===== src/rtl/nvr_mem_ctrl.sv =====
// nvr_mem_ctrl: sequences single-word read/write requests onto the NVR_TOP
// macro strobe protocol (setup, CE pulse, WE hold, wait for RDY) and runs the
// macro power-on pulse after reset. All macro strobes are registered.
module nvr_mem_ctrl #(
  parameter int unsigned ADDR_W      = 7,
  parameter int unsigned DATA_W      = 32,
  parameter int unsigned SETUP_CYC   = 2,
  parameter int unsigned PULSE_CYC   = 1,
  parameter int unsigned HOLD_CYC    = 7,
  parameter int unsigned POR_CYC     = 10,
  parameter int unsigned TIMEOUT_CYC = 1000
) (
  input  logic              i_clk,
  input  logic              i_reset,
  input  logic              i_req_valid,
  output logic              o_req_ready,
  input  logic              i_req_write,
  input  logic [ADDR_W-1:0] i_req_addr,
  input  logic [DATA_W-1:0] i_req_wdata,
  output logic              o_rsp_valid,
  output logic [DATA_W-1:0] o_rsp_rdata,
  output logic              o_rsp_err,
  output logic              o_init_done,
  output logic              o_err,
  output logic [ADDR_W-1:0] o_mem_A,
  output logic [DATA_W-1:0] o_mem_DIN,
  output logic              o_mem_CE,
  output logic              o_mem_WE,
  output logic              o_mem_POR,
  output logic              o_mem_HS,
  output logic              o_mem_HR,
  input  logic [DATA_W-1:0] i_mem_DOUT,
  input  logic              i_mem_RDY
);

  localparam logic [3:0] S_POR_PULSE = 4'd0;
  localparam logic [3:0] S_POR_WAIT  = 4'd1;
  localparam logic [3:0] S_IDLE      = 4'd2;
  localparam logic [3:0] S_SETUP     = 4'd3;
  localparam logic [3:0] S_STROBE    = 4'd4;
  localparam logic [3:0] S_HOLD      = 4'd5;
  localparam logic [3:0] S_WAIT_RDY  = 4'd6;
  localparam logic [3:0] S_RESP      = 4'd7;
  localparam logic [3:0] S_DEAD      = 4'd8;

  // POR_PULSE includes the reset-release cycle, so it exits at count POR_CYC
  localparam logic [15:0] L_POR_LAST   = 16'(POR_CYC);
  localparam logic [15:0] L_SETUP_LAST = 16'(SETUP_CYC - 1);
  localparam logic [15:0] L_PULSE_LAST = 16'(PULSE_CYC - 1);
  localparam logic [15:0] L_HOLD_LAST  = 16'(HOLD_CYC - 1);
  localparam logic [15:0] L_TO_LAST    = 16'(TIMEOUT_CYC - 1);

  logic [3:0]        r_state;
  logic [15:0]       r_cnt;
  logic              r_rdy_m;
  logic              r_rdy_s;
  logic              r_write;
  logic [ADDR_W-1:0] r_addr;
  logic [DATA_W-1:0] r_din;
  logic [DATA_W-1:0] r_rdata;
  logic              r_rsp_err;
  logic              r_rsp_valid;
  logic              r_ready;
  logic              r_ce;
  logic              r_we;
  logic              r_por;
  logic              r_init_done;
  logic              r_err;

  logic [3:0]        w_state_nxt;
  logic              w_accept;
  logic              w_write_nxt;
  logic              w_acc_ok;
  logic              w_acc_to;
  logic              w_por_to;

  assign w_accept    = i_req_valid && r_ready && (r_state == S_IDLE);
  assign w_write_nxt = w_accept ? i_req_write : r_write;

  // Two-flop synchronizer for the asynchronous macro ready
  always_ff @(posedge i_clk or posedge i_reset) begin
    if (i_reset) begin
      r_rdy_m <= 1'b0;
      r_rdy_s <= 1'b0;
    end else begin
      r_rdy_m <= i_mem_RDY;
      r_rdy_s <= r_rdy_m;
    end
  end

  // Next-state decode; RDY is ignored in the first wait cycle so the sync flushes
  always_comb begin
    w_state_nxt = r_state;
    w_acc_ok    = 1'b0;
    w_acc_to    = 1'b0;
    w_por_to    = 1'b0;
    case (r_state)
      S_POR_PULSE: if (r_cnt == L_POR_LAST) w_state_nxt = S_POR_WAIT;
      S_POR_WAIT: begin
        if ((r_cnt != '0) && r_rdy_s) begin
          w_state_nxt = S_IDLE;
        end else if (r_cnt == L_TO_LAST) begin
          w_state_nxt = S_DEAD;
          w_por_to    = 1'b1;
        end
      end
      S_IDLE:   if (w_accept) w_state_nxt = S_SETUP;
      S_SETUP:  if (r_cnt == L_SETUP_LAST) w_state_nxt = S_STROBE;
      S_STROBE: if (r_cnt == L_PULSE_LAST) w_state_nxt = r_write ? S_HOLD : S_WAIT_RDY;
      S_HOLD:   if (r_cnt == L_HOLD_LAST) w_state_nxt = S_WAIT_RDY;
      S_WAIT_RDY: begin
        if ((r_cnt != '0) && r_rdy_s) begin
          w_state_nxt = S_RESP;
          w_acc_ok    = 1'b1;
        end else if (r_cnt == L_TO_LAST) begin
          w_state_nxt = S_RESP;
          w_acc_to    = 1'b1;
        end
      end
      S_RESP:   w_state_nxt = S_IDLE;
      S_DEAD:   w_state_nxt = S_DEAD;
      default:  w_state_nxt = S_POR_PULSE;
    endcase
  end

  // State register and per-state cycle counter (restarts on every state change)
  always_ff @(posedge i_clk or posedge i_reset) begin
    if (i_reset) begin
      r_state <= S_POR_PULSE;
      r_cnt   <= '0;
    end else begin
      r_state <= w_state_nxt;
      if (w_state_nxt != r_state) begin
        r_cnt <= '0;
      end else if (r_cnt != '1) begin
        r_cnt <= r_cnt + 16'd1;
      end
    end
  end

  // Registered strobes decoded from the next state so they are glitch-free
  always_ff @(posedge i_clk or posedge i_reset) begin
    if (i_reset) begin
      r_ce        <= 1'b0;
      r_we        <= 1'b0;
      r_por       <= 1'b0;
      r_ready     <= 1'b0;
      r_rsp_valid <= 1'b0;
    end else begin
      r_ce        <= (w_state_nxt == S_STROBE);
      r_we        <= (((w_state_nxt == S_SETUP) || (w_state_nxt == S_STROBE)) && w_write_nxt)
                     || (w_state_nxt == S_HOLD);
      r_por       <= (w_state_nxt == S_POR_PULSE);
      r_ready     <= (w_state_nxt == S_IDLE);
      r_rsp_valid <= (w_state_nxt == S_RESP);
    end
  end

  // Request capture and response data; mem_DIN keeps its last write value on reads
  always_ff @(posedge i_clk or posedge i_reset) begin
    if (i_reset) begin
      r_write   <= 1'b0;
      r_addr    <= '0;
      r_din     <= '0;
      r_rdata   <= '0;
      r_rsp_err <= 1'b0;
    end else begin
      if (w_accept) begin
        r_write   <= i_req_write;
        r_addr    <= i_req_addr;
        r_rsp_err <= 1'b0;
        if (i_req_write) r_din <= i_req_wdata;
      end
      if (w_acc_ok && !r_write) begin
        r_rdata <= i_mem_DOUT;
      end else if (w_acc_to) begin
        r_rdata   <= '0;
        r_rsp_err <= 1'b1;
      end
    end
  end

  // Init-done and sticky error flags, cleared only by reset
  always_ff @(posedge i_clk or posedge i_reset) begin
    if (i_reset) begin
      r_init_done <= 1'b0;
      r_err       <= 1'b0;
    end else begin
      if ((r_state == S_POR_WAIT) && (w_state_nxt == S_IDLE)) r_init_done <= 1'b1;
      if (w_acc_to || w_por_to) r_err <= 1'b1;
    end
  end

  assign o_req_ready = r_ready;
  assign o_rsp_valid = r_rsp_valid;
  assign o_rsp_rdata = r_rdata;
  assign o_rsp_err   = r_rsp_err;
  assign o_init_done = r_init_done;
  assign o_err       = r_err;
  assign o_mem_A     = r_addr;
  assign o_mem_DIN   = r_din;
  assign o_mem_CE    = r_ce;
  assign o_mem_WE    = r_we;
  assign o_mem_POR   = r_por;
  assign o_mem_HS    = 1'b0;
  assign o_mem_HR    = 1'b0;

endmodule

===== config.mk =====
export PLATFORM = sky130hd
export DESIGN_NAME = nvr_mem_ctrl
export DESIGN_NICKNAME = d
export VERILOG_FILES = /design/src/rtl/nvr_mem_ctrl.sv
export SDC_FILE = /design/constraint.sdc
export NUM_CORES = 1
export LEC_CHECK = 0
export BUFFER_PORTS_ARGS = -buffer_cell sky130_fd_sc_hd__clkbuf_2
export CAP_MARGIN = 20
export CORE_UTILIZATION = 49
export CTS_CLUSTER_SIZE = 30
export DETAILED_ROUTE_END_ITERATION = 7
export GPL_ROUTABILITY_DRIVEN = 0
export GPL_TIMING_DRIVEN = 0
export PLACE_DENSITY = 0.86
export SYNTH_ARGS = -nofsm -noshare
export SYNTH_HDL_FRONTEND = slang
export SYNTH_SLANG_ARGS = --single-unit
export TNS_END_PERCENT = 30

===== constraint.sdc =====
create_clock -name i_clk -period 3.4 [get_ports i_clk]
set_input_delay 0.17 -clock i_clk [delete_from_list [all_inputs] [get_ports i_clk]]
set_output_delay 0.17 -clock i_clk [all_outputs]
set_load 0.05 [all_outputs]

==> metrics.cfg, run 1 <==
[synth]
synth_ff_type=dfrtp_1
syn_inst=358
yosys_warnings=0
netlist_area_mm2=0.004447
yosysMostFrequentCell=dfrtp_1
synth_edf_count=0
synthDistinctLibCells=56
ys_ff_latch=102
synth_common_cells=dfrtp_1 (102), mux2_2 (39), a22o_1 (32), nor3_1 (22), nand2_1 (16)
synth_top_area_share_pct=57.40
synth_area_leaders=dfrtp_1 (57%), mux2_2 (9.9%), a22o_1 (6.3%)
synthArstFlopShare_pct=100.0
seq_area_frac_synth_pct=57.40
synth_top_area_cell=dfrtp_1
syn_avg_cell_area_um2=12.42

[clocking]
cts_setup_buffers=0
root_buffer=clkbuf_8
hold_buffers=4
clkLatencyLatePin_ps=370
clk_path_buf_depth=2
cts-resized-gates=0
tritoncts=done
clk_pin_slew_ps=110
h-tree-depth=3
cts.sinks=102
numCtsBuffers=9

[hold_path]
holdPathStages=2
hold_path.class=in -> reg
hold_end=o_rsp_rdata[26]
hold_path_startpoint=i_mem_DOUT[26]

[layout]
nets=609
areaGrowthSynthToFinish_pct=27.29
fillers=677
antenna_cells=0
drive_above_1_share_pct=43.26
multi_input_area_mm2=0.001740
regArea_mm2=0.002552

[drt]
vias_per_cell=5.489
first_iter_violations=329
ant_nets=0
vias=3524
routed_wl_mm=10.31
wl_per_cell_um=16.06
drt-pass1-iter-count=4
drc_errors=0

[power]
p_leak_nw=2.870
clockPowerShare_pct=16.2
swShare_pct=48.88
power-per-cell-area_mw_per_mm2=969.0
max-vdd-ir-drop_mv=0.5778
total_power_mw=5.485
p_seq_share_pct=33.8
combPwrFrac_pct=50.1
internal_power_mw=2.804
power_switching_mw=2.681

[floorplan]
ios=157
dieArea_mm2=0.009460
die_y_um=97.26
die_x_um=97.26
rows=34
core_area_mm2=0.008763
initial_core_util_pct=50.74

[timing]
finalCriticalPeriod_ps=2869
fin_skew_ps=14.23
fin_setup_tns_ps=0
finalHoldViolCount=0
period_share_pct=84.37
worst_slew_pin_slew_ps=751.9
relSlewSlack_pct=49.88
rsz0062_at_grt=no
setup_viol=0
clock.fmax_ghz=0.3486
drv_slew=0

[critical_path]
reg2reg_to=r_cnt[2]
slowest_stage=or4_4
ff2ff_path_depth=7
worstPathRequired_ps=3650
path_cells=or4_4, nor4_4, a211oi_1, nor4b_4, mux2i_2, buf_6, nor3_1
crit_arrival_ps=3120
worstSetupStartpointType=register
cp-end-kind=register
crit_type=reg -> reg
rr_startpoint=r_cnt[10]
worst-path-max-fanout=10
r2r_slack_ps=530
max_stage_delay_ps=600

[placed_design]
dp_hpwl_mm=7.661
io_buffers=154

[global_routing]
grt_pass1_vias=3582
grt_pass1_wl_mm=17.11
track_usage_pct=22.88
antenna_found_initial=0
overflow=0
grt_max_degree=65

[status]
status=finished, final reports clean

[run]
timing.max_cap.violations=0

==> area by class of cell <==
cell class / instances / share of cell area, %
multi-input combinational: 224 / 30.75
clock buffer: 9 / 2.188
inverter: 11 / 0.7737
sequential: 102 / 45.09
clock inverter: 7 / 1.945
timing repair buffer: 159 / 14.81
tap: 108 / 2.387
buffer: 22 / 2.056
==> metal layers <==
metal	routed length, µm	vias up	global-route usage [%]
met4	180	0	9.163
li1	-	1644	-
met5	0	-	0
met3	651	13	5.036
met1	4321	1712	29.07
met2	5158	155	38.24
==> kinds of logic after synthesis <==
| group | synth area share (%) |
|---|---|
| DFF | 57.40 |
| and+or+nand+nor | 13.56 |
| AOI/OAI and AO/OA | 11.28 |
| muxes | 10.64 |
| buffers and inverters | 3.545 |
| xor gates and xnor gates | 2.364 |
| adders and majority gates | 1.126 |
| other | 0.08433 |
==> power groups by stage <==
stage | Clock (mW) | Combinational (mW) | Sequential [mW]
4_1_cts | 0.908 | 2.76 | 1.85
6_report | 0.887 | 2.75 | 1.85
3_3_place_gp | 0 | 2.68 | 1.85
2_1_floorplan | 0 | 0.819 | 3.12
3_5_place_dp | 0 | 2.75 | 1.87
5_1_grt | 0.950 | 2.89 | 1.91
==> sequential cells by signal, summed over array words and instances (netlist names), 4 cells and up <==
register	cells
r_state	4
o_rsp_rdata	32
o_mem_DIN	32
r_cnt	16
o_mem_A	7
==> worst max path at each step <==
stage | startpoint | endpoint | slack [ps] | cells after the start
CTS | r_cnt[11] | r_cnt[2] | 530 | 8
finish | r_cnt[10] | r_cnt[2] | 530 | 7
global route | r_cnt[11] | r_cnt[2] | 360 | 8
global placement | i_reset | o_rsp_rdata[19] | -370 | 2
detailed placement | r_cnt[11] | r_cnt[2] | 570 | 8
floorplan | i_reset | o_err | 550 | 1
==> layout by cell type (no fill, tap or decap), types with 3 or more instances in the layout <==
cell type | synthesis | final
or4_1 | 3 | 3
clkbuf_1 | 10 | 10
clkbuf_8 | 0 | 9
nand3_1 | 9 | 9
nor4b_1 | 3 | 3
a22o_1 | 32 | 32
clkbuf_2 | 0 | 154
nor4_1 | 5 | 5
and3_1 | 3 | 3
inv_1 | 11 | 10
buf_1 | 3 | 3
xor2_1 | 4 | 4
ha_1 | 4 | 4
xnor2_1 | 8 | 8
dlygate4sd3_1 | 0 | 4
dfrtp_1 | 102 | 102
buf_4 | 4 | 4
a21oi_1 | 3 | 3
nor2b_1 | 5 | 5
nor3b_1 | 4 | 4
nor2_1 | 11 | 11
buf_2 | 3 | 3
o21ai_0 | 9 | 9
inv_8 | 0 | 3
nand4_1 | 5 | 5
and4_1 | 4 | 4
mux2_2 | 39 | 39
nor3_1 | 22 | 22
nand2_1 | 16 | 16
==> through the flow <==
stage | cells | hold WS, ps | setup slack, ps | cell area (µm²) | utilization (%)
after floorplan | 359 | 201.4 | 554.5 | 4451 | -
after global placement | 621 | 282.2 | -366.2 | 5356 | 61.12
after global routing | 642 | 2.918 | 364.1 | 5660 | 64.59
final | 642 | 15.30 | 531.4 | 5660 | 64.59
after detailed placement | 622 | 244.4 | 574.5 | 5386 | 61.46
after CTS | 642 | 0.6156 | 533.8 | 5660 | 64.59
==> critical path: cells and delay by family (launching register included) <==
kind / cells / cell delay, ps
simple gates: 4 / 1450
mux: 1 / 490
flops: 1 / 460
buf+inv: 1 / 210
compound gates: 1 / 140
Power figures use the tool's default switching activity.
==> run 2: changes to the inputs <==
- clock period: 3.4 -> 2.68 ns (I/O delays scaled with it)
==> metrics.cfg, run 2 (synthesized netlist as in run 1, its figures left out) <==
[layout]
fin_cells=705  ; +9.8%
final_common_cell=clkbuf_2
antenna_cells=0  ; unchanged
areaGrowthSynthToFinish_pct=42.26
mostFrequentLayoutCells=clkbuf_2 (156), dfrtp_1 (102), dlygate4sd3_1 (65)
drive_above_1_share_pct=40.54  ; -2.7 points
fin_util_pct=72.19  ; +7.6 points
nets=672  ; +10%

[drt]
wl_met1_mm=5.227  ; +21%
vias=4343  ; +23%
vias_per_cell=6.160  ; +12%
routed_wl_mm=15.46  ; +50%
first_iter_violations=528  ; +60%
wl_met2_mm=7.748  ; +50%
drc_errors=0  ; unchanged
maxUsedRoutingLayer=met4
ant_nets=0  ; unchanged
wl_per_cell_um=21.92  ; +37%
wl_met3_mm=1.447  ; +120%
drt-pass1-iter-count=6  ; +2

[floorplan]
die_x_um=97.26  ; unchanged
die_y_um=97.26  ; unchanged
dieArea_mm2=0.009460  ; unchanged
core_area_mm2=0.008763  ; unchanged
rows=34  ; unchanged
ios=157  ; unchanged
initial_core_util_pct=50.74  ; unchanged

[clocking]
numCtsBuffers=9  ; unchanged
clk_pin_slew_ps=130  ; +20 ps
clk_path_buf_depth=2  ; unchanged
h-tree-depth=3  ; unchanged
clkLatencyLatePin_ps=380  ; about the same
root_buffer=clkbuf_8
tritoncts=done
cts.sinks=102  ; unchanged

[timing]
drv_slew=0  ; unchanged
worst_slew_pin_slew_ps=815.4  ; +63.51 ps
relSlewSlack_pct=45.53  ; -4.3 points
clock.fmax_ghz=0.3620  ; +3.8%
rsz0062_at_grt=yes
fin_setup_tns_ps=-816.1  ; -816.1 ps
setup_viol=17  ; +17
finalCriticalPeriod_ps=2763  ; -105.8 ps
period_share_pct=103.1  ; +19 points
fin_skew_ps=27.12  ; +12.89 ps
finalHoldViolCount=0  ; unchanged
worst_slack_ps=-82.79  ; -614.2 ps

[placed_design]
dp_hpwl_mm=8.109  ; +5.8%
dp_slack_ps=-134.4  ; -708.9 ps
io_buffers=154  ; unchanged
place_inst=623  ; +0.16%

[status]
status=finished with violations
violations=negative setup slack

[hold_path]
hold_path.class=in -> reg
holdPathStages=2  ; unchanged

[power]
internal_power_mw=3.535  ; +26%
power-per-cell-area_mw_per_mm2=1155  ; +19%
max-vdd-ir-drop_mv=0.8774  ; +52%
swShare_pct=51.62  ; +2.7 points
clockPowerShare_pct=13.9  ; -2.3 points
combPwrFrac_pct=52.6  ; +2.5 points
power_switching_mw=3.771  ; +41%
p_leak_nw=3.143  ; +9.5%
p_seq_share_pct=33.5  ; -0.3 points

[global_routing]
overflow=0  ; unchanged
grt_max_degree=37  ; -43%
track_usage_pct=30.96  ; +8.1 points
antenna_found_initial=0  ; unchanged
grt_pass1_vias=4439  ; +24%
grt_pass1_wl_mm=22.68  ; +33%

[critical_path]
worstSetupStartpointType=register
worstPathRequired_ps=2940  ; -710 ps
cp-end-kind=register
worst-path-max-fanout=10  ; unchanged
ff2ff_path_depth=8  ; +1
crit_arrival_ps=3030  ; -90 ps
crit_type=reg -> reg

[run]
timing.max_cap.violations=0  ; unchanged

## run 2: path summary, 6_finish.rpt
kind                                 from      endpoint  slack [ps]
max                              r_cnt[1]      r_cnt[0]         -80
min                        i_req_wdata[0]  o_mem_DIN[0]           5
max reg2reg                      r_cnt[1]      r_cnt[0]         -80
min reg2reg                       r_rdy_m       r_rdy_s         380
max in group asynchronous         i_reset    r_state[3]        1300
min in group asynchronous         i_reset  o_mem_DIN[0]         460
## run 2: critical path: stages, from the launching register on
cell,delay [ps]
dfrtp_1,490
ha_2,300
nand4b_1,210
nor4_4,510
a211oi_2,120
nor4b_4,390
mux2i_4,350
buf_6,190
nor3_1,80
## run 2: routing by layer
| metal | track usage (%) | vias to the layer above |
|---|---|---|
| li1 | - | 1773 |
| met1 | 34.67 | 2060 |
| met2 | 54.60 | 389 |
| met3 | 6.835 | 121 |
| met4 | 17.19 | 0 |
| met5 | 0 | - |
## run 2: power by group through the flow
stage | clock [mW] | combinational (mW) | sequential (mW)
detailed placement | 0 | 3.49 | 2.38
CTS | 0.973 | 3.65 | 2.36
floorplan | 0 | 1.04 | 3.96
finish | 1.01 | 3.85 | 2.45
global route | 1.07 | 3.96 | 2.48
global placement | 0 | 3.41 | 2.34
## run 2: layout make-up
| cell class | count | area [µm²] |
|---|---|---|
| sequential | 102 | 2552 |
| fill | 496 | 2437 |
| multi-input combinational | 224 | 1790 |
| timing repair buffer | 222 | 1481 |
| clock buffer | 10 | 137.6 |
| tap | 108 | 135.1 |
| buffer | 22 | 121.4 |
| clock inverter | 6 | 62.56 |
| inverter | 11 | 45.04 |
## run 2: what timing repair did
action,CTS,global route
gates resized for setup,4,11
buffers inserted,1,0
hold endpoints to repair,95,3
pin swaps,2,3
setup endpoints to repair,15,80
hold buffers,62,3
## run 2: per-stage QoR
| stage | area [µm²] | power [mW] | hold WS, ps |
|---|---|---|---|
| finish | 6326 | 7.306 | 4.987 |
| global route | 6326 | 7.508 | -2.878 |
| CTS | 6270 | 6.984 | 0.3791 |
| detailed placement | 5400 | 5.864 | 255.7 |
| global placement | 5360 | 5.749 | 244.1 |
| floorplan | 4454 | 5.002 | 165.4 |
==> run 3: changes to the inputs <==
- PLACE_DENSITY: 0.86 -> default
- PLACE_DENSITY_LB_ADDON: default -> 0.12
- clock period: 2.68 -> 2.8 ns (I/O delays scaled with it)
==> metrics.cfg, run 3 (synthesized netlist as in run 1, its figures left out) <==
[timing]
fin_skew_ps=12.27  ; -14.85 ps
fin_setup_tns_ps=0  ; +816.1 ps
worst_slack_ps=121.2  ; +204.0 ps
clock.fmax_ghz=0.3733  ; +3.1%
finalCriticalPeriod_ps=2679  ; -83.99 ps
drv_slew=0  ; unchanged
worst_slew_pin_slew_ps=789.5  ; -25.90 ps
period_share_pct=95.67  ; -7.4 points
finalHoldViolCount=0  ; unchanged
relSlewSlack_pct=47.26  ; +1.7 points
setup_viol=0  ; -17
rsz0062_at_grt=no

[global_routing]
overflow=0  ; unchanged
antenna_found_initial=0  ; unchanged
grt_pass1_wl_mm=18.33  ; -19%
grt_pass1_vias=3820  ; -14%
track_usage_pct=24.40  ; -6.6 points
grt_max_degree=40  ; +8.1%

[clocking]
h-tree-depth=3  ; unchanged
clk_pin_slew_ps=100  ; -30 ps
tritoncts=done
clk_path_buf_depth=2  ; unchanged
clkLatencyLatePin_ps=370  ; about the same
numCtsBuffers=9  ; unchanged
root_buffer=clkbuf_8
cts.sinks=102  ; unchanged

[drt]
drt-pass1-iter-count=4  ; -2
vias=3802  ; -12%
vias_per_cell=5.408  ; -12%
routed_wl_mm=11.40  ; -26%
wl_per_cell_um=16.21  ; -26%
first_iter_violations=116  ; -78%
ant_nets=0  ; unchanged
drc_errors=0  ; unchanged

[critical_path]
worstPathRequired_ps=3050  ; +110 ps
path_cells=or4_4, or4_1, nor2_1, a21oi_1, o21ai_2, buf_2, nor3_1
crit_arrival_ps=2930  ; -100 ps
cp-end-kind=register
worst-path-max-fanout=10  ; unchanged
max_stage_delay_ps=600  ; +90 ps
slowest_stage=or4_4
worstSetupStartpointType=register
crit_type=reg -> reg

[floorplan]
core_area_mm2=0.008763  ; unchanged
ios=157  ; unchanged
die_x_um=97.26  ; unchanged
initial_core_util_pct=50.74  ; unchanged
dieArea_mm2=0.009460  ; unchanged
die_y_um=97.26  ; unchanged
rows=34  ; unchanged

[placed_design]
dp_hpwl_mm=7.340  ; -9.5%
io_buffers=154  ; unchanged
dp_slack_ps=-51.12  ; +83.29 ps

[status]
status=finished, final reports clean

[run]
timing.max_cap.violations=0  ; unchanged

[power]
p_leak_nw=3.129  ; -0.46%
max-vdd-ir-drop_mv=0.6474  ; -26%
power-per-cell-area_mw_per_mm2=1083  ; -6.2%
total_power_mw=6.809  ; -6.8%

[layout]
nets=670  ; -0.30%
fin_util_pct=71.72  ; -0.47 points
antenna_cells=0  ; unchanged
areaGrowthSynthToFinish_pct=41.33
final_common_cell=clkbuf_2
drive_above_1_share_pct=39.66  ; -0.87 points
mostFrequentLayoutCells=clkbuf_2 (154), dfrtp_1 (102), dlygate4sd3_1 (61)

[hold_path]
hold_path.class=in -> reg

run 3: metrics by stage:
stage               hold WS, ps  instance area (µm²)  std cells
floorplan                 171.4                 4454        359
global placement          252.4                 5360        621
detailed placement        255.9                 5400        623
CTS                     0.01837                 6216        696
global route              1.825                 6285        703
finish                    9.050                 6285        703
run 3: layer usage:
metal / global-route usage, % / share of wire (%) / up-vias
met4: 8.145 / 2.2 / 0
met5: 0 / 0 / -
met2: 42.80 / 51 / 150
met1: 29.67 / 41 / 1864
met3: 5.683 / 5.5 / 20
li1: - / - / 1768
run 3: where the power goes:
| group | switching [mW] | leakage (nW) | total, mW | internal [mW] |
|---|---|---|---|---|
| sequential | 0.293 | 1.33 | 2.26 | 1.96 |
| clock | 0.558 | 0.115 | 1.08 | 0.524 |
| combinational | 2.46 | 1.69 | 3.47 | 1.01 |
run 3: area by class of cell:
class,instances,area [µm²]
Sequential cell,102,2552
Fill cell,621,2479
Multi-Input combinational cell,224,1755
Timing Repair Buffer,220,1444
Tap cell,108,135.1
Clock buffer,9,123.9
Buffer,22,116.4
Clock inverter,7,112.6
Inverter,11,45.04
run 3: timing repair:
action                                  in CTS  in global routing
hold buffers                                57                  4
buffers inserted                             0                  3
endpoints found under the hold margin       89                  4
gates resized for setup                      1                  2
endpoints found under the setup margin      10                 13
pin swaps                                    0                  1
cloned                                       0                  0
run 3: worst max-delay path: cells and delay by family (launching register included):
kind	cells	cell delay (ps)
and+or+nand+nor	4	1420
DFF	1	470
AOI/OAI and AO/OA	2	390
buffers and inverters	1	290
run 3: worst paths after layout:
check                                   start  slack, ps  cells after the start         endpoint
worst max register to register      r_cnt[10]        120                      7         r_cnt[5]
worst min register to register        r_rdy_m        370                      0          r_rdy_s
min in group asynchronous             i_reset        460                      3  o_rsp_rdata[12]
max in group asynchronous             i_reset       1710                      4       r_state[0]
worst min-delay path            i_req_addr[1]          9                      2       o_mem_A[1]
worst max-delay path                r_cnt[10]        120                      7         r_cnt[5]
